## config.mk

```make
export PLATFORM = sky130hd
export DESIGN_NAME = register_file
export DESIGN_NICKNAME = d
export VERILOG_FILES = /design/src/rtl/regfile_pkg.sv /design/src/rtl/decoder_a_to_2a.sv /design/src/rtl/register_file.sv
export SDC_FILE = /design/constraint.sdc
export NUM_CORES = 2
export LEC_CHECK = 0
export CORE_ASPECT_RATIO = 0.6
export CORE_MARGIN = 2
export CORE_UTILIZATION = 58
export DETAILED_ROUTE_END_ITERATION = 10
export DONT_BUFFER_PORTS = 1
export GPL_ROUTABILITY_DRIVEN = 0
export HOLD_SLACK_MARGIN = 0.06
export PLACE_DENSITY = 0.87
export SYNTH_ARGS = -nofsm -noshare
export SYNTH_HDL_FRONTEND = slang
export SYNTH_SLANG_ARGS = --single-unit
```

## constraint.sdc

```tcl
create_clock -name clk -period 1.8 [get_ports clk]
set_clock_uncertainty 0.05 [all_clocks]
set_input_delay 0.18 -clock clk [delete_from_list [all_inputs] [get_ports clk]]
set_output_delay 0.18 -clock clk [all_outputs]
set_load 0.01 [all_outputs]
```

## src/rtl/regfile_pkg.sv

```systemverilog
// Shared constants and types for the general-purpose register file.
package regfile_pkg;

  localparam int unsigned DEF_N    = 32;
  localparam int unsigned DEF_A    = 5;
  localparam int unsigned REG_ZERO = 0;

  typedef logic [DEF_A-1:0] reg_addr_t;
  typedef logic [DEF_N-1:0] reg_word_t;

endpackage

```

## src/rtl/decoder_a_to_2a.sv

```systemverilog
// One-hot write-address decoder: a binary tree of decoder_1_to_2 cells,
// with the root enable gating the whole tree.

module decoder_1_to_2 (
  input  logic       ena,
  input  logic       sel,
  output logic [1:0] dec
);

  assign dec = ena ? (sel ? 2'b10 : 2'b01) : 2'b00;

endmodule

module decoder_a_to_2a #(
  parameter int unsigned A = 5
) (
  input  logic              ena,
  input  logic [A-1:0]      addr,
  output logic [2**A-1:0]   dec
);

  localparam int unsigned NOUT = 2**A;

  // Heap-ordered enables: node n feeds children 2n and 2n+1; leaves start at NOUT.
  logic [2*NOUT-1:1] tree;

  assign tree[1] = ena;

  for (genvar l = 0; l < A; l++) begin : g_level
    for (genvar j = 0; j < (2**l); j++) begin : g_node
      localparam int unsigned NODE = (2**l) + j;
      decoder_1_to_2 u_cell (
        .ena (tree[NODE]),
        .sel (addr[A-1-l]),
        .dec (tree[2*NODE+1 -: 2])
      );
    end
  end

  assign dec = tree[2*NOUT-1:NOUT];

endmodule

```

## src/rtl/register_file.sv

```systemverilog
// 2**A x N register file: one synchronous write port, two combinational
// read ports, r0 hardwired to zero, same-cycle write-to-read forwarding.

module register_file
  import regfile_pkg::*;
#(
  parameter int unsigned N = DEF_N,
  parameter int unsigned A = DEF_A
) (
  input  logic         clk,
  input  logic         rst_n,
  input  logic         wr_ena,
  input  logic [A-1:0] wr_addr,
  input  logic [N-1:0] wr_data,
  input  logic [A-1:0] rd_addr0,
  input  logic [A-1:0] rd_addr1,
  output logic [N-1:0] rd_data0,
  output logic [N-1:0] rd_data1
);

  localparam int unsigned NREG = 2**A;

  logic [NREG-1:0] wr_strobe;
  logic            unused_strobe0;
  logic [N-1:0]    regs_q [NREG-1:1];
  logic [N-1:0]    regs_d [NREG-1:1];

  decoder_a_to_2a #(.A(A)) u_wr_dec (
    .ena  (wr_ena),
    .addr (wr_addr),
    .dec  (wr_strobe)
  );

  // r0 has no storage, so its strobe bit goes nowhere.
  assign unused_strobe0 = wr_strobe[0];

  always_comb begin
    regs_d = regs_q;
    for (int unsigned k = 1; k < NREG; k++) begin
      if (wr_strobe[k]) regs_d[k] = wr_data;
    end
  end

  always_ff @(posedge clk or negedge rst_n) begin
    if (!rst_n) begin
      for (int unsigned k = 1; k < NREG; k++) regs_q[k] <= '0;
    end else begin
      for (int unsigned k = 1; k < NREG; k++) regs_q[k] <= regs_d[k];
    end
  end

  // Read ports: zero register first, then the in-flight write, then storage.
  always_comb begin
    rd_data0 = '0;
    if (rd_addr0 != A'(REG_ZERO)) begin
      if (wr_ena && (wr_addr == rd_addr0)) rd_data0 = wr_data;
      else                                 rd_data0 = regs_q[rd_addr0];
    end
  end

  always_comb begin
    rd_data1 = '0;
    if (rd_addr1 != A'(REG_ZERO)) begin
      if (wr_ena && (wr_addr == rd_addr1)) rd_data1 = wr_data;
      else                                 rd_data1 = regs_q[rd_addr1];
    end
  end

endmodule
```

==> run summary <==
Status: complete, but fails checks
Failing checks: hold timing, slew limit, setup timing
PortBufs: 0
Slew Viols, Final: 105
Distinct cells, synth: 50
Layout Cells excl Fill: 5571
Initial antenna violation count: 12
Placed cell area: 60300 µm²
Clock Root Buffer: clkbuf_16
Routed WL per cell: 36.7 µm
Async S/R FF share, synth: 100%
Critical path's slowest cell: nor2_1
Biggest register: regs_q
Die Y: 241 µm
Finished Core Util: 71.8%
Setup_tns: -72.01 ns
Row Count: 86
Die ar.: 96000 µm²
Startpoint Class: input pin
Ys Warns: 0
Cell Count Post-Placement: 5288
Worst skew pair latency: 0.71 ns
Delay of the slowest critical-path stage: 1.33 ns
Routed Antenna Nets: 0
Hold slack: -0.889 ns
Largest net degree at the start of global routing: 993
Syn Inst Count: 3879
CTS tree: built
Htree depth: 3
CP required: 1.57 ns
Drt pass-1 iters: 8
Area Growth Syn to Fin: 22.1%
Post-synth EDFFs: 0
Fillers: 5050
P_leak: 29.1 nW
Residual DRC: 0
Hold Fails Final Rpt: 398
CP Cell Sequence: nor2_1, a211oi_1, buf_4, o22ai_4, nor2_2, buf_4
Tot GR Track Use: 41.1%
Slew headroom: -12.7%
Max Cap Viol: 0
Syn Std Cell Area: 54200 µm²
First-pass GRT wire length: 288 mm
Most frequent cells in the layout: mux2_2 (1055), dfrtp_1 (991), buf_4 (519)
Synthesized flop and latch total: 992
Most used cell, CP: buf_4
Sink Count: 992
HP Class: input pin to async pin
Power Density: 1070 nW/µm²
CTS max path bufs: 3
CTS buffer count: 94
Layout cells sized above 1: 60.2%
Vias/cell: 7.69
Nets@finish: 4300
RSZ-0062 raised after global routing: true
Total grt overflow: 0
Syn Area/Cell: 14.0 µm²
Initial core utilization: 58.8%
Main synth FF type: dfrtp_1
Most common cell after layout, fill and taps aside: mux2_2
VDD IR-drop max: 0.000793 V
Clk slew on worst S/H paths: 0.07 ns
Fmax: 306 MHz
Sequential cell area fraction in the yosys report: 45.8%
Final Worst Setup Slack: -1.47 ns
Number of setup violations in the final report: 65
Vias in the first global route: 42601
Die X: 399 µm
Crit. End Element: output pin
Num ports: 114
Syn nets: 3929
Max FFs per register: 992
Crit Path Max Fanout: 240
Classification of the worst setup path: input pin to output pin
Fin area: 66200 µm²
Fin crit share: 182%
Post-Route WL: 205 mm
Via total after detailed routing: 42855
Iteration-0 DRC Markers: 7070
Arrival time worst endpoint: 3.04 ns
Post-DP HPWL: 108 mm
Core area: 92200 µm²
Pre-CTS setup slack: -0.650 ns
Biggest regs: regs_q x992
Post-layout min period: 3.27 ns
Worst-Margin Slew: 1.69 ns
==> metal layers <==
layer	global-route usage, %	share of wire [%]	up-vias
met4	21.5	7.3	6
met2	56.1	41	4320
met1	53.0	34	21664
met5	0.744	0.073	-
met3	21.7	18	1245
li1	-	-	15620
==> Yosys cell counts, types with 11 or more instances <==
cell       number  area share [%]
o21ai_0        27            0.25
a22oi_1       115             1.6
nand2_1        47            0.33
nor2b_1        38            0.44
a211oi_1       23            0.32
nor3_1         56            0.52
mux2i_1       252             4.7
o22ai_1        40            0.46
nand3_1        56            0.52
buf_1          54            0.37
clkbuf_1      226             1.6
buf_4          39            0.54
a2111oi_0      12            0.19
a221o_1        22            0.41
nor4_1         15            0.17
mux2_2       1066              22
nor2_1        100            0.69
a211o_1        11            0.18
buf_2          93            0.86
nand2b_1       33            0.38
a221oi_1       34            0.55
a21oi_1        81            0.75
dfrtp_1       992              46
mux4_2        359              15
==> area by class of cell <==
type                    count  area, µm²  area share, %
diodes                     14       35.0         0.0529
clock buffers             140       2850           4.31
clock inverters            31        390          0.590
inverters                   2       7.51         0.0113
multi-input cells        2464      29900           45.2
flip-flops and latches    992      24800           37.5
well taps                1232       1540           2.33
repair buffers            696       6640           10.0
==> critical path: cells and delay by family <==
kind,cells,cell delay [ns]
compound gates,2,0.30
buf+inv,2,0.38
simple gates,2,1.40
==> worst paths after layout <==
check | start | to | slack [ns] | depth (start not counted)
worst max-delay path | rd_addr1[0] | rd_data1[12] | -1.47 | 6
worst min-delay path | rst_n | regs_q[827] | -0.89 | 0
worst max register to register | regs_q[325] | regs_q[325] | 0.35 | 2
worst min register to register | regs_q[618] | regs_q[618] | 0.47 | 1
max in group asynchronous | rst_n | regs_q[44] | 0.57 | 3
min in group clk | wr_addr[1] | regs_q[595] | 0.04 | 4
==> cells by family after synthesis <==
logic type / synth area share (%)
compound gates: 4.94
xor+xnor: 0.162
buf+inv: 3.53
flops: 45.8
mux: 41.9
simple gates: 3.66
==> stage by stage <==
step / hold slack (ns) / total power, W
global placement: -0.109 / 0.0445
finish: -0.889 / 0.0708
detailed placement: -0.107 / 0.0455
global route: -0.907 / 0.0725
floorplan: -0.166 / 0.0402
CTS: -0.859 / 0.0681
==> timing repair <==
item	CTS	global route
resized for setup	222	108
pin swaps	160	79
endpoints found under the setup margin	64	269
buffers inserted	42	21
endpoints found under the hold margin	1984	401
hold buffers	49	1
cloned	0	3
==> where the power goes <==
group / switching [W] / internal [W] / leakage (nW)
Combinational: 0.00798 / 0.0110 / 14.8
Clock: 0.00936 / 0.0121 / 1.60
Sequential: 0.00371 / 0.0267 / 12.7
Total: 0.0210 / 0.0498 / 29.1
Power figures use the tool's default switching activity.
